File: src/rtl/psk_tx_modulator.sv
// BPSK/QPSK transmit modulator: symbol phase offsets on a free-running carrier.
// Define PSK_TX_UNDERFLOW_CNT_EN to build the saturating underflow counter.
module psk_tx_modulator #(
   parameter int          PHASE_WIDTH     = 16,
   parameter logic [15:0] FREE_FREQ       = 16'h4000,
   parameter int          SAMPLES_PER_SYM = 16,
   parameter int          O_WIDTH         = 12
) (
   input  logic               clk_16M384,
   input  logic               rst_n_16M384,
   input  logic               en,
   input  logic               is_bpsk,
   input  logic [1:0]         s_sym_tdata,
   input  logic               s_sym_tvalid,
   output logic               s_sym_tready,
   output logic [O_WIDTH-1:0] tx_sample,
   output logic               tx_valid,
   output logic               sym_start,
   output logic [7:0]         underflow_cnt
);

   localparam int            PW   = PHASE_WIDTH;
   localparam int            CW   = $clog2(SAMPLES_PER_SYM);
   localparam logic [CW-1:0] LAST = CW'(SAMPLES_PER_SYM - 1);

   logic [PW-1:0] acc_q, acc_d;
   logic [CW-1:0] cnt_q, cnt_d;
   logic [2:0]    ofs_q, ofs_d;
   logic          act_q, act_d;
   logic [2:0]    sym_ofs;
   logic          boundary;

   logic [5:0]         ph1_q;
   logic               act1_q, first1_q, vld1_q;
   logic [O_WIDTH-1:0] sample_d;

   assign boundary     = (cnt_q == LAST);
   assign s_sym_tready = en && boundary;

   // Offsets are multiples of 16'h2000; only bits [15:13] are kept.
   always_comb begin
      sym_ofs = 3'b000;
      unique case (1'b1)
         is_bpsk: sym_ofs = {s_sym_tdata[0], 2'b00};
         default: sym_ofs = {s_sym_tdata[1], ^s_sym_tdata, 1'b1};
      endcase
   end

   always_comb begin
      acc_d = acc_q;
      cnt_d = cnt_q;
      ofs_d = ofs_q;
      act_d = act_q;
      if (en) begin
         acc_d = acc_q + FREE_FREQ;
         cnt_d = boundary ? '0 : cnt_q + 1'b1;
         if (boundary) begin
            act_d = s_sym_tvalid;
            if (s_sym_tvalid) ofs_d = sym_ofs;
         end
      end
   end

   always_ff @(posedge clk_16M384 or negedge rst_n_16M384) begin
      if (!rst_n_16M384) begin
         acc_q <= '0;
         cnt_q <= '0;
         ofs_q <= '0;
         act_q <= 1'b0;
      end else begin
         acc_q <= acc_d;
         cnt_q <= cnt_d;
         ofs_q <= ofs_d;
         act_q <= act_d;
      end
   end

   function automatic logic [O_WIDTH-1:0] qwave(input logic [3:0] k);
      logic [10:0] t;
      t = '0;
      case (k)
         4'd0:  t = 11'd100;
         4'd1:  t = 11'd300;
         4'd2:  t = 11'd497;
         4'd3:  t = 11'd690;
         4'd4:  t = 11'd875;
         4'd5:  t = 11'd1052;
         4'd6:  t = 11'd1219;
         4'd7:  t = 11'd1375;
         4'd8:  t = 11'd1517;
         4'd9:  t = 11'd1644;
         4'd10: t = 11'd1756;
         4'd11: t = 11'd1850;
         4'd12: t = 11'd1927;
         4'd13: t = 11'd1986;
         4'd14: t = 11'd2025;
         4'd15: t = 11'd2045;
      endcase
      return O_WIDTH'(t);
   endfunction

   always_comb begin
      logic [O_WIDTH-1:0] mag;
      mag      = qwave(ph1_q[4] ? ~ph1_q[3:0] : ph1_q[3:0]);
      sample_d = '0;
      if (act1_q) sample_d = ph1_q[5] ? -mag : mag;
   end

   // Low accumulator bits never reach the LUT index, so only [15:10] is staged.
   always_ff @(posedge clk_16M384 or negedge rst_n_16M384) begin
      if (!rst_n_16M384) begin
         ph1_q     <= '0;
         act1_q    <= 1'b0;
         first1_q  <= 1'b0;
         vld1_q    <= 1'b0;
         tx_sample <= '0;
         sym_start <= 1'b0;
         tx_valid  <= 1'b0;
      end else begin
         ph1_q     <= acc_q[PW-1:PW-6] + {ofs_q, 3'b000};
         act1_q    <= act_q;
         first1_q  <= en && (cnt_q == '0) && act_q;
         vld1_q    <= en;
         tx_sample <= sample_d;
         sym_start <= first1_q;
         tx_valid  <= vld1_q;
      end
   end

`ifdef PSK_TX_UNDERFLOW_CNT_EN
   logic [7:0] uf_q;

   always_ff @(posedge clk_16M384 or negedge rst_n_16M384) begin
      if (!rst_n_16M384) begin
         uf_q <= '0;
      end else if (s_sym_tready && !s_sym_tvalid && uf_q != 8'hFF) begin
         uf_q <= uf_q + 8'd1;
      end
   end

   assign underflow_cnt = uf_q;
`else
   assign underflow_cnt = 8'd0;
`endif

endmodule

File: config.mk
export PLATFORM = sky130hd
export DESIGN_NAME = psk_tx_modulator
export DESIGN_NICKNAME = d
export VERILOG_FILES = /design/src/rtl/psk_tx_modulator.sv
export SDC_FILE = /design/constraint.sdc
export NUM_CORES = 1
export LEC_CHECK = 0
export CAP_MARGIN = 25
export CORE_MARGIN = 5
export CORE_UTILIZATION = 50
export DETAILED_ROUTE_END_ITERATION = 10
export GPL_TIMING_DRIVEN = 0
export HOLD_SLACK_MARGIN = 0.02
export PLACE_DENSITY = 0.92
export SYNTH_ARGS = -nofsm -noshare
export SYNTH_HDL_FRONTEND = slang
export SYNTH_SLANG_ARGS = --single-unit
File: constraint.sdc
create_clock -name clk_16M384 -period 4.15 [get_ports clk_16M384]
set_input_delay 0.83 -clock clk_16M384 [delete_from_list [all_inputs] [get_ports clk_16M384]]
set_output_delay 0.83 -clock clk_16M384 [all_outputs]
set_load 0.02 [all_outputs]
Word level (Yosys, flattened, before mapping). Memories as Yosys holds them, arrays and structs flattened. Index checks and enable logic that the tools add are counted. W data, S select, Z words.

$add $sub $neg: 4. Eq/ne operators: 1. Mux-type cells: 5. Bitwise gates (word level): 1. Reductions and logical operators: 7.

Operator list (count): $mux W12 (2); $add A16 B15 Y16 const B (1); $neg A11 Y12 (1); $mux W4 (2); $add A6 B6 Y6 (1); $add A4 B1 Y4 const B (1); $eq A4 B4 Y1 const B (1); $logic_not A4 Y1 (1); $not A4 Y4 (1); $logic_and A1 B1 Y1 (3); $mux W3 (1); $reduce_and A3 Y1 (1); $reduce_and A2 Y1 (1); $reduce_xor A2 Y1 (1).

Register bits: 47. ROM bits: 176. Input port bits: 7. Output and inout bits: 23. Logic and storage cells: 30. Memories: 1.

Memories: (name not given) (words 16, bits a word 11, rd ports 1, clocked after Yosys merged registers in 0, wr ports 0, line 81) `case (k)`.

Depth between registers and ports, before layout. Gate-level depths: netlist of run 1. An unclocked memory read counts as a cell.

Depth after elaboration: 6. Depth in mapped cells: 5. Mapped depth without buffers: 5.

Least setup slack after synthesis of run 1. Ideal clock, no wire load.

Path type: input to output. Start: in en. End: out s_sym_tready. Arrival: 1.274 ns. Data required time: 3.320 ns. Path slack: 2.046 ns. Cell stages on the path: 3. Path buffers: 2. Path through: buf_6 and4_1 buf_6.

Longest elaborated chain between the ends: 1.

RTL lines: start, declared (line 11) `input logic en,`; $logic_and A1 B1 Y1 (line 38) `assign s_sym_tready = en && boundary;`; end, declared (line 15) `output logic s_sym_tready,`.

No other way between the ends.

Worst setup path in the final report of run 1. Same ends and word-level chain as after synthesis.

==> metrics.md, run 1 <==
| Metric | Value |
|---|---|
| Layout cells sized above 1 | `0.150` |
| WL final | `roughly 1.8 mm` |
| CP delay by family, top | `buffers and inverters` |
| DRT met1 WL | `589 um` |
| Layout Area Growth over Synthesis | `27.4%` |
| Worst-path clk slew | `0.13 ns` |
| Min Tclk post-route | `3.27 ns` |
| Met3 wire length | `143 um` |
| Final worst setup slack | `around 0.88 ns` |
| DR iter-0 viols | `5` |
| Register area | `around 700 um^2` |
| Total die area | `about 3600 um^2` |
| Number of synthesized register bits | `28` |
| Num ports | `30` |
| Setup slack, reg-to-reg | `roughly 2.7 ns` |
| Critical path peak fanout | `10` |
| Hold Crit Depth | `0` |
| Antenna Cells | `0` |
| Arrival @ worst endpoint | `2.44 ns` |
| Filler Cell Count | `188` |
| Initial core utilization | `0.512` |
| Worst path bufs/invs | `4` |
| Synth Area in Simple Gates | `0.100` |
| Hold WC Path Type | `reg2reg` |
| PortBufs | `21` |
| Worst skew pair latency | `between 0.3 and 0.4 ns` |
| Critical path class | `in2out` |
| Clk buf depth | `2` |
| Routability-driven placement congestion ratio | `0.659` |
| Vias in the first global route | `773` |
| Startpoint types | `input pin` |
| Pre-CTS setup slack | `about 0.88 ns` |
| Final instance area | `about 1600 um^2` |
| Skew final | `between 0.003 and 0.004 ns` |
| Number of cells on the critical path | `5` |
| Multi-input logic area | `about 430 um^2` |
| Fin. max-slew vios | `0` |
| Status | `complete, no violations` |
| Hold violation count in the final report | `0` |
| Max Used Layer | `met4` |
| Crit-path max cell delay | `around 0.60 ns` |
| Post-Synthesis Cell Area | `~1200 um^2` |
| Adder-Cell Fraction of Synth Area | `0.0811` |
| Vert. Die Dim | `59.7 um` |
| Die width | `approximately 60 um` |
| Max_cap viols | `0` |
| Largest net degree at the start of global routing | `18` |
| Worst R2R Path Depth | `5` |
| Fin crit share | `0.788` |
| Core area | `between 2000 and 2500 um^2` |
| Clock Sinks | `28` |
| Post-CTS sizing | `0` |
| Register area share after synthesis | `0.567` |
| First-pass GRT wire length | `~3.1 mm` |
| GRT Resource Usage Total | `0.118` |
| Hold Buf Count CTS | `0` |
| FMAX | `between 300 and 400 MHz` |
| Row Count | `18` |
| Combinational family with the most area after synthesis | `buffers and inverters` |
| CP Capture Type | `output pin` |
| Total negative slack | `0 ns` |
| WL/cell | `around 11 um` |
| Post-CTS setup buffer count | `0` |
| NumNets Final | `around 150` |
| Yosys warns | `0` |
| Leak pwr | `roughly 0.77 nW` |
| Compound-Gate Fraction of Synth Area | `0.0365` |
| Vias/cell | `around 4.7` |
| RSZ-0062 raised after global routing | `false` |
| Tightest Pin Transition | `around 0.58 ns` |
| # setup viols final | `0` |
| Worst path slowest cell | `clkdlybuf4s50_1` |
| Initial antenna violation count | `0` |
| Placed standard-cell area | `1540 um^2` |
| Max VDD drop | `about 0.4 mV` |
| CTS tree | `yes` |
| DRT Pass-1 Iters | `3` |
| Relative slew slack | `0.615` |
| Synthesized area per cell | `12.3 um^2` |
| CTS Root Cell | `clkbuf_4` |
| Mux cell area share after synthesis | `0.0365` |
| Residual DRC count | `0` |
| Syn Inst Count | `100` |
| Num CTS Buffers | `3` |
| XOR/XNOR share of the synthesized area | `0.0709` |
| Antenna Violating Nets Remaining | `0` |
| Crit-path cells | `clkdlybuf4s50_1, buf_6, and4_1, buf_6, clkdlybuf4s50_1` |
| Routed length on met2 | `1.06 mm` |
| HPWL after DPL | `around 1.5 mm` |
| Final Total Pwr | `1.06 mW` |
| Worst EP required | `around 3.3 ns` |
| Gr ovfl total | `0` |
| Pwr/cell area | `673 nW/um^2` |
| Detailed-route via count | `760` |
| Yosys cell types | `23` |
| H-Tree Depth | `1` |
per-layer routing:
metal  track usage  vias up
met4        0.0570        0
met2         0.236       26
met3        0.0238        2
met5             0        -
met1         0.108      367
li1              -      365
cells by family (layout without fill, tap and decap cells):
kind of cell               count (synthesis)  after routing
buffers and inverters                     20             46
adders and majority gates                  8              8
other                                      1              8
and+or+nand+nor                           21             21
AOI/OAI and AO/OA                          8              8
xor gates and xnor gates                  10             10
DFF                                       28             28
muxes                                      4              4
cells in the final DEF (no fill, tap or decap):
master	n
dfrtp_1	28
buf_6	2
clkbuf_4	3
nor2b_1	4
nand2_4	1
buf_16	1
buf_2	1
ha_1	8
nand3_1	2
a21oi_1	2
and2_1	6
clkdlybuf4s50_1	21
mux2_4	1
o41ai_1	1
inv_1	7
nand4b_1	1
nand2_1	4
nor2_1	2
conb_1	8
and4_1	1
clkbuf_8	1
mux2i_1	3
xor2_1	4
xnor2_1	6
buf_4	10
o21ai_0	4
a31oi_1	1
path summary, 6_finish.rpt:
check	start	end
max reg2reg	cnt_q[0]	ofs_q[1]
min reg2reg	vld1_q	tx_valid
max in group asynchronous	rst_n_16M384	ofs_q[1]
min	vld1_q	tx_valid
min in group asynchronous	rst_n_16M384	tx_sample[11]
max	en	s_sym_tready
per-stage QoR:
stage	utilization	hold WS, ns	cells
2_1_floorplan	-	0.331	107
3_3_place_gp	0.626	0.331	158
3_5_place_dp	0.638	0.347	159
4_1_cts	0.653	0.378	163
5_1_grt	0.653	0.380	163
6_report	0.653	0.373	163
power by group:
part           total (mW)  switching [mW]  internal [mW]
clock               0.124          0.0704         0.0536
sequential          0.459          0.0737          0.385
combinational       0.477           0.223          0.254
cell type report:
cell class,count,share of cell area
Buffer,13,0.0652
Clock buffer,4,0.0231
Sequential cell,28,0.446
Tap cell,30,0.0239
Inverter,7,0.0167
Multi-Input combinational cell,59,0.274
Timing Repair Buffer,22,0.151
state kept, by name, summed over array words and instances (netlist names):
signal     flops
ofs_q          3
ph1_q          3
acc_q          2
tx_valid       1
first1_q       1
vld1_q         1
cnt_q          4
sym_start      1
act_q          1
tx_sample     10
act1_q         1
cell usage after synthesis:
cell type  count  area [um^2]
a21oi_1        2         10.0
a31oi_1        1         6.26
and2_1         6         37.5
and4_1         1         8.76
buf_2          1         5.00
buf_4         10         75.1
buf_6          2         22.5
conb_1         1         3.75
dfrtp_1       28          701
ha_1           8          100
inv_1          7         26.3
mux2_4         1         15.0
mux2i_1        3         30.0
nand2_1        4         15.0
nand2_4        1         11.3
nand3_1        2         10.0
nand4b_1       1         8.76
nor2_1         2         7.51
nor2b_1        4         25.0
o21ai_0        4         20.0
o41ai_1        1         8.76
xnor2_1        6         52.6
xor2_1         4         35.0
Note: power is estimated with default switching activity, not from simulation.
==> run 2, diff against run 1 <==
--- a/config.mk
+++ b/config.mk
@@ -7,11 +7,11 @@
 export LEC_CHECK = 0
 export CAP_MARGIN = 25
 export CORE_MARGIN = 5
-export CORE_UTILIZATION = 50
+export CORE_UTILIZATION = 48
 export DETAILED_ROUTE_END_ITERATION = 10
 export GPL_TIMING_DRIVEN = 0
 export HOLD_SLACK_MARGIN = 0.02
-export PLACE_DENSITY = 0.92
+export PLACE_DENSITY = 0.89
 export SYNTH_ARGS = -nofsm -noshare
 export SYNTH_HDL_FRONTEND = slang
 export SYNTH_SLANG_ARGS = --single-unit
==> constraint.sdc (replaced) <==
create_clock -name clk_16M384 -period 3.22 [get_ports clk_16M384]
set_input_delay 0.644 -clock clk_16M384 [delete_from_list [all_inputs] [get_ports clk_16M384]]
set_output_delay 0.644 -clock clk_16M384 [all_outputs]
set_load 0.02 [all_outputs]
==> run 2 against run 1 <==
  * Non-clock buffer count is the same
  * Utilization shrank 1.1 points
  * Clock skew grew 0.00092 ns
  * Die area grew 3.5%
  * Clock-buffer cell count shrank 1
  * Critical path type unchanged
==> metrics.md, run 2 (same netlist as run 1, synthesis figures left out) <==
| Metric | Value |
|---|---|
| NumNets Final | `149` |
| Antenna Violating Nets Remaining | `0` |
| Fin crit share | `0.887` |
| Startpoint types | `input pin` |
| Pwr/cell area | `between 800 and 900 nW/um^2` |
| Clk buf depth | `2` |
| Routability-driven placement congestion ratio | `approximately 0.67` |
| Detailed-route via count | `about 740` |
| Num CTS Buffers | `3` |
| Vias/cell | `between 4 and 5` |
| RSZ-0062 raised after global routing | `false` |
| CTS tree | `yes` |
| Largest net degree at the start of global routing | `18` |
| # setup viols final | `0` |
| Register area | `701 um^2` |
| Vias in the first global route | `731` |
| Leak pwr | `around 0.8 nW` |
| Fin. max-slew vios | `0` |
| Skew final | `slightly below 0.005 ns` |
| WL/cell | `10.9 um` |
| Critical path class | `in2out` |
| Clock Sinks | `28` |
| Total negative slack | `0 ns` |
| Layout cells sized above 1 | `0.150` |
| Initial antenna violation count | `0` |
| Row Count | `18` |
| CP Capture Type | `output pin` |
| First-pass GRT wire length | `a little over 3 mm` |
| CTS Root Cell | `clkbuf_4` |
| Most frequent cells in the layout | `dfrtp_1 (28), clkdlybuf4s50_1 (21), buf_4 (10)` |
| Core area | `around 2500 um^2` |
| Max_cap viols | `0` |
| Arrival @ worst endpoint | `~2.2 ns` |
| Antenna Cells | `0` |
| PortBufs | `21` |
| Worst-path clk slew | `around 0.15 ns` |
| DRT Pass-1 Iters | `3` |
| Hold violation count in the final report | `0` |
| Residual DRC count | `0` |
| Worst skew pair latency | `roughly 0.32 ns` |
| Vert. Die Dim | `roughly 60 um` |
| Tightest Pin Transition | `0.609 ns` |
| Num ports | `30` |
| Final worst setup slack | `0.364 ns` |
| Min Tclk post-route | `roughly 2.9 ns` |
| Pre-CTS setup slack | `about 0.36 ns` |
| Max FFs per register | `10` |
| Status | `complete, no violations` |
| Die width | `slightly above 60 um` |
| WL final | `approximately 1.8 mm` |
| Filler Cell Count | `211` |
| Worst EP required | `around 2.6 ns` |
| Commonest non-fill, non-tap cell in the layout | `dfrtp_1` |
| H-Tree Depth | `1` |
| Post-CTS setup buffer count | `0` |
| Hold WC Path Type | `reg2reg` |
| Gr ovfl total | `0` |
| Multi-input logic area | `roughly 430 um^2` |
| Total die area | `about 3700 um^2` |
| Initial core utilization | `0.498` |
| Layout Area Growth over Synthesis | `28.7%` |
| Largest Register | `tx_sample` |
| Regs by FF count | `tx_sample: 10 flops, cnt_q: 4 flops` |
| DR iter-0 viols | `3` |
| Critical path peak fanout | `10` |
| Relative slew slack | `0.593` |
| GRT Resource Usage Total | `0.112` |
| Post-CTS sizing | `0` |
| Final Core Density | `0.641` |
| FMAX | `around 350 MHz` |
| HPWL after DPL | `1.40 mm` |
| Max VDD drop | `roughly 0.55 mV` |
| Hold Buf Count CTS | `0` |
[run 2: changes by cell type in the layout (fill, tap and decap cells not counted)]
cell / change
bufinv_16: +1
clkbuf_8: -1
[run 2: worst paths after layout]
check / to / slack, ns / cells after the start / startpoint
setup reg to reg: ofs_q[1] / 1.79 / 5 / cnt_q[0]
hold reg to reg: sym_start / 0.37 / 0 / first1_q
setup / recovery: s_sym_tready / 0.36 / 5 / en
max in group asynchronous: ph1_q[4] / 2.05 / 2 / rst_n_16M384
hold / removal: sym_start / 0.37 / 0 / first1_q
min in group asynchronous: sym_start / 0.68 / 1 / rst_n_16M384
[run 2: power breakdown]
group / leakage [nW] / switching, mW / internal, mW
Combinational: 0.417 / 0.288 / 0.327
Sequential: 0.336 / 0.0938 / 0.496
Clock: 0.0279 / 0.0993 / 0.126
Total: 0.781 / 0.481 / 0.949
[run 2: stage by stage]
stage               power [mW]  hold slack, ns  cell area (um^2)  cells
CTS                       1.45           0.369              1590    163
global placement          1.18           0.333              1510    158
global route              1.54           0.379              1590    163
finish                    1.43           0.366              1590    163
detailed placement        1.22           0.336              1540    159
floorplan                0.972           0.331              1260    107
[run 2: routing by layer]
metal	global-route usage	part of all wire	up-vias
li1	-	-	364
met1	0.123	0.40	355
met2	0.200	0.51	22
met3	0.0234	0.073	2
met4	0.0650	0.015	0
met5	0	0	-
[run 2: cell type report]
cell class / instances / area share
well taps: 30 / 0.0236
clock inverters: 1 / 0.0189
plain buffers: 13 / 0.0646
inverters: 7 / 0.0165
repair buffers: 22 / 0.150
flip-flops and latches: 28 / 0.441
multi-input cells: 59 / 0.272
clock buffers: 3 / 0.0142
[run 2: critical path: stages]
cell and delay, ns:
clkdlybuf4s50_1 0.49, buf_6 0.14, and4_1 0.22, buf_6 0.12, clkdlybuf4s50_1 0.60
